File: config.mk
export PLATFORM = sky130hd
export DESIGN_NAME = hazard_ctrl
export DESIGN_NICKNAME = d
export VERILOG_FILES = /design/src/rtl/hazard_ctrl.sv
export SDC_FILE = /design/constraint.sdc
export NUM_CORES = 1
export LEC_CHECK = 0
export ABC_AREA = 1
export ABC_CLOCK_PERIOD_IN_PS = 3850
export CORE_ASPECT_RATIO = 1.25
export CORE_MARGIN = 2
export CORE_UTILIZATION = 46
export DETAILED_ROUTE_END_ITERATION = 10
export PLACE_DENSITY = 0.85
export SLEW_MARGIN = 0
export SYNTH_ARGS = -nofsm -noshare
export SYNTH_HDL_FRONTEND = slang
export SYNTH_SLANG_ARGS = --single-unit
File: constraint.sdc
create_clock -name clk -period 3.85 [get_ports clk]
set_input_delay 1.155 -clock clk [delete_from_list [all_inputs] [get_ports clk]]
set_output_delay 1.155 -clock clk [all_outputs]
set_load 0.005 [all_outputs]
File: src/rtl/hazard_ctrl.sv
// rtl/hazard_ctrl.sv - pipeline hazard controller: load-use bubbles, branch flush, memory freeze, halt drain
module hazard_ctrl #(
   parameter int STALL_CNT_W  = 16,
   parameter int DRAIN_CYCLES = 3
) (
   input  logic                   clk,
   input  logic                   rst,
   input  logic [3:0]             id_rs_i,
   input  logic [3:0]             id_rt_i,
   input  logic                   id_rs_vld_i,
   input  logic                   id_rt_vld_i,
   input  logic [3:0]             ex_op_i,
   input  logic [3:0]             ex_rd_i,
   input  logic                   br_taken_i,
   input  logic                   dmem_busy_i,
   output logic                   pc_we_o,
   output logic                   if_id_we_o,
   output logic                   id_ex_we_o,
   output logic                   ex_mem_we_o,
   output logic                   flush_if_id_o,
   output logic                   flush_id_ex_o,
   output logic                   halt_o,
   output logic [STALL_CNT_W-1:0] stall_cnt_o
);

   localparam logic [3:0] OP_LW  = 4'b1000;
   localparam logic [3:0] OP_HLT = 4'b1111;
   localparam logic [1:0] DRAIN_LAST = DRAIN_CYCLES[1:0];
   localparam logic [STALL_CNT_W-1:0] CNT_ONE = {{(STALL_CNT_W-1){1'b0}}, 1'b1};
   localparam logic [STALL_CNT_W-1:0] CNT_MAX = {STALL_CNT_W{1'b1}};

   typedef enum logic [1:0] {S_RUN, S_MEM_WAIT, S_DRAIN, S_HALTED} state_t;

   state_t                 state_q, state_d;
   logic [1:0]             drain_q, drain_d;
   logic                   halt_q, halt_d;
   logic [STALL_CNT_W-1:0] stall_q, stall_d;
   logic                   lu;
   logic                   ex_hlt;

   // Load-use: the LW in EX writes a register the ID instruction really reads; R0 never hazards
   assign lu = (ex_op_i == OP_LW) && (ex_rd_i != 4'd0) &&
               ((id_rs_vld_i && (id_rs_i == ex_rd_i)) || (id_rt_vld_i && (id_rt_i == ex_rd_i)));
   assign ex_hlt = (ex_op_i == OP_HLT);

   // State, drain counter, halt flag and stall counter registers
   always_ff @(posedge clk) begin
      if (rst) begin
         state_q <= S_RUN;
         drain_q <= 2'd0;
         halt_q  <= 1'b0;
         stall_q <= '0;
      end else begin
         state_q <= state_d;
         drain_q <= drain_d;
         halt_q  <= halt_d;
         stall_q <= stall_d;
      end
   end

   // Next-state logic; MEM_WAIT re-evaluates the RUN rules the moment the memory releases
   always_comb begin
      state_d = state_q;
      drain_d = drain_q;
      halt_d  = halt_q;
      case (state_q)
         S_RUN, S_MEM_WAIT: begin
            if (dmem_busy_i) begin
               state_d = S_MEM_WAIT;
            end else if (br_taken_i) begin
               state_d = S_RUN;
            end else if (ex_hlt) begin
               state_d = S_DRAIN;
               drain_d = 2'd1;
            end else begin
               state_d = S_RUN;
            end
         end
         S_DRAIN: begin
            if (!dmem_busy_i) begin
               if (drain_q == DRAIN_LAST) begin
                  state_d = S_HALTED;
                  halt_d  = 1'b1;
               end else begin
                  drain_d = drain_q + 2'd1;
               end
            end
         end
         default: state_d = S_HALTED;
      endcase
   end

   // Pipeline enables and flushes; reset forces a cleared, frozen pipe
   always_comb begin
      pc_we_o       = 1'b1;
      if_id_we_o    = 1'b1;
      id_ex_we_o    = 1'b1;
      ex_mem_we_o   = 1'b1;
      flush_if_id_o = 1'b0;
      flush_id_ex_o = 1'b0;
      if (rst || (state_q == S_HALTED)) begin
         pc_we_o       = 1'b0;
         if_id_we_o    = 1'b0;
         id_ex_we_o    = 1'b0;
         ex_mem_we_o   = 1'b0;
         flush_if_id_o = 1'b1;
         flush_id_ex_o = 1'b1;
      end else if (state_q == S_DRAIN) begin
         pc_we_o       = 1'b0;
         if_id_we_o    = 1'b0;
         flush_id_ex_o = 1'b1;
         ex_mem_we_o   = !dmem_busy_i;
      end else if (dmem_busy_i) begin
         pc_we_o       = 1'b0;
         if_id_we_o    = 1'b0;
         id_ex_we_o    = 1'b0;
         ex_mem_we_o   = 1'b0;
      end else if (br_taken_i) begin
         flush_if_id_o = 1'b1;
         flush_id_ex_o = 1'b1;
      end else if (ex_hlt || lu) begin
         pc_we_o       = 1'b0;
         if_id_we_o    = 1'b0;
         flush_id_ex_o = 1'b1;
      end
   end

   // Saturating count of cycles the PC is held, excluding the halted state
   always_comb begin
      stall_d = stall_q;
      if ((state_q != S_HALTED) && !pc_we_o && (stall_q != CNT_MAX)) begin
         stall_d = stall_q + CNT_ONE;
      end
   end

   assign halt_o      = halt_q;
   assign stall_cnt_o = stall_q;

endmodule

==> metrics.txt <==
outcome finished clean; Die W 54.1 µm; PwrDens 213 nW/µm²; worst skew pair latency 300 ps; Data required, critical path 2690 ps; R2R setup slack 1480 ps; CP cell instances clkdlybuf4s50_1 -> inv_1 -> nand2_1 -> nand2_1 -> nor2_1 -> nand3_1 -> nand2_1 -> nand2_1 -> nand2_1 -> nand2_1 -> nand2_2 -> inv_1 -> dlygate4sd2_1; TritonCTS buffer count 3; Rows 22; largest net degree at the start of global routing 21; Critical Path Most Common Cell nand2_1; Post-DRT Antenna Nets 0; syn_nets 237; Pleak 0.774 nW; I/O pin count 45; largest family of logic cells by synthesized area simple AND/OR/NAND/NOR gates; Die Ht 66.6 µm; fmax 269 MHz; ys async rst share 0%; Mapped Cells 213; Hold Crit Start halt_o; starting density of the core 48.5%; final WL 3420 µm; Root Buffer clkbuf_4; GRT overflow 0; fin crit share 96.5%; DRT iter0 DRCs 45; yosys warns 0; worst-margin pin slew 653 ps; final setup vio count 0; per-cell routed wire length 11.6 µm; shortest period the worst path allows 3720 ps; n_diodes 0; CP startpoint kind input pin; crit path DAT 2560 ps; critical path class input pin to output pin; Max-Cap Viols 0; hold depth 2; Worst R2R Path Depth 8; drt via density 5.28; final hold viol count 0; Clock Path Buffers 2; die footprint 3600 µm²; post-synthesis simple-gate area fraction 38.3%; Critical R2R Capture stall_cnt_o[14]; Synth-to-Final Area Change 34.4%; post-synth cell types 32; hold buffer count at CTS 0; RSZ-0062 raised after global routing no; synthesized flop and latch total 21; HPWL after DPL 2530 µm; fin area 1940 µm²; most frequently used flop master after synthesis dfxtp_1; NumNets Final 283; number of flops mapped to enable cells by yosys 0; IO buf count 44; CP max stage delay 480 ps; RePlAce Congestion 0.896; Critical-path top delay cell clkdlybuf4s50_1; HP Class register to register; initial antenna violation count 0; post-synthesis xor/xnor area fraction 9.11%; commonest non-fill, non-tap cell in the layout nand2_1; max_slew headroom 56.4%; crit path max fanout 2; endpoint class of the critical path output pin; total clock sinks 21; maximum VDD drop 0.000175 V; drt pass-1 iters 4; vias post-DR 1551; Compound-Gate Fraction of Synth Area 11.7%; Worst R2R Start stall_cnt_o[0]; final clock skew 2.28 ps; fraction of layout instances using a drive strength above 1 8.91%; CTS H-Tree Depth 1; area share of fa/ha/maj cells after synthesis 1.74%; multiplexer area fraction after synthesis 0%; WHS Endpoint halt_o; # DRC 0; Placed Area 1910 µm²; Pwr Total 0.412 mW; register clock-pin slew on the reported worst setup and hold paths 110 ps; gr usage total 20.2%; register area share after synthesis 29.2%; CTS tree built; most frequent cells in the layout 54 x nand2_1, 37 x clkdlybuf4s50_1, 22 x inv_1; Mapped Area 1440 µm²; vias in the first global route 1329; Slew Viols, Final 0; syn_area_per_cell 6.77 µm²; first-pass GRT wire length 5550 µm; Core ar. 2970 µm²
==> synth_stat cells, drive strengths merged, types with 2 or more instances <==
| cell | number | area, µm² |
|---|---|---|
| nor3 | 4 | 31.3 |
| a31oi | 2 | 12.5 |
| nand4 | 20 | 125 |
| nand2 | 56 | 213 |
| nor2 | 22 | 82.6 |
| ha | 2 | 25.0 |
| o21ai | 2 | 10.0 |
| inv | 24 | 90.1 |
| nand3 | 11 | 72.6 |
| xnor2 | 6 | 52.6 |
| clkbuf | 2 | 7.51 |
| xor2 | 9 | 78.8 |
| dfxtp | 21 | 420 |
| a21oi | 19 | 121 |
| nand3b | 2 | 15.0 |
| buf | 6 | 46.3 |
==> report_power, final <==
| part | internal, mW | switching, mW |
|---|---|---|
| clock | 0.0404 | 0.0639 |
| sequential | 0.221 | 0.00419 |
| combinational | 0.0447 | 0.0378 |
==> how the worst max path moves through the flow <==
stage / start / endpoint / slack [ps]
global route: id_rs_i[0] / pc_we_o / 10
floorplan: ex_rd_i[3] / pc_we_o / 320
global placement: ex_rd_i[1] / flush_id_ex_o / -120
detailed placement: ex_rd_i[0] / pc_we_o / -170
CTS: id_rt_i[3] / pc_we_o / 80
finish: id_rt_i[0] / pc_we_o / 130
==> timing repair <==
item                                   in CTS  in global routing
setup buffers                               0                  0
setup endpoints to repair                   3                  2
endpoints found under the hold margin       0                  0
resized for setup                           9                  1
pin swaps                                   2                  0
==> sequential cells by signal (all words and copies together) (netlist names) <==
name / flops
state_q: 2
drain_q: 2
stall_cnt_o: 16
halt_o: 1
==> layer usage <==
layer  GRT usage (%)  share of wire [%]  up-vias  wire [µm]
met4            5.00                1.1        0         38
met2            36.3                 50       43       1700
li1                -                  -      802          -
met5               0                  0        -          0
met1            24.8                 45      701       1520
met3            2.69                4.4        5        152
==> layout make-up <==
| cell class | instances | area, µm² |
|---|---|---|
| multi-input cells | 160 | 882 |
| repair buffers | 49 | 473 |
| inverters | 24 | 90.1 |
| fillers | 268 | 1040 |
| flip-flops and latches | 21 | 420 |
| well taps | 36 | 45.0 |
| clock buffers | 4 | 26.3 |
==> cells by family after synthesis <==
family          count (synthesis)
simple gates                  117
buf+inv                        32
compound gates                 26
flops                          21
xor+xnor                       15
fa+ha+maj                       2
==> critical path, delay by kind of cell <==
family                 cells  cell delay [ps]
buffers and inverters      4              830
and+or+nand+nor            9              590
==> through the flow <==
stage	hold slack (ps)	worst slack (ps)	TNS, ps	instances	utilization, %
after floorplan	458	319	0	213	-
after global placement	466	-122	-365	290	64.3
after detailed placement	459	-168	-500	290	64.3
after CTS	486	82.7	0	294	65.1
after global routing	526	12.4	0	294	65.2
final	490	133	0	294	65.2
Power figures use the tool's default switching activity.
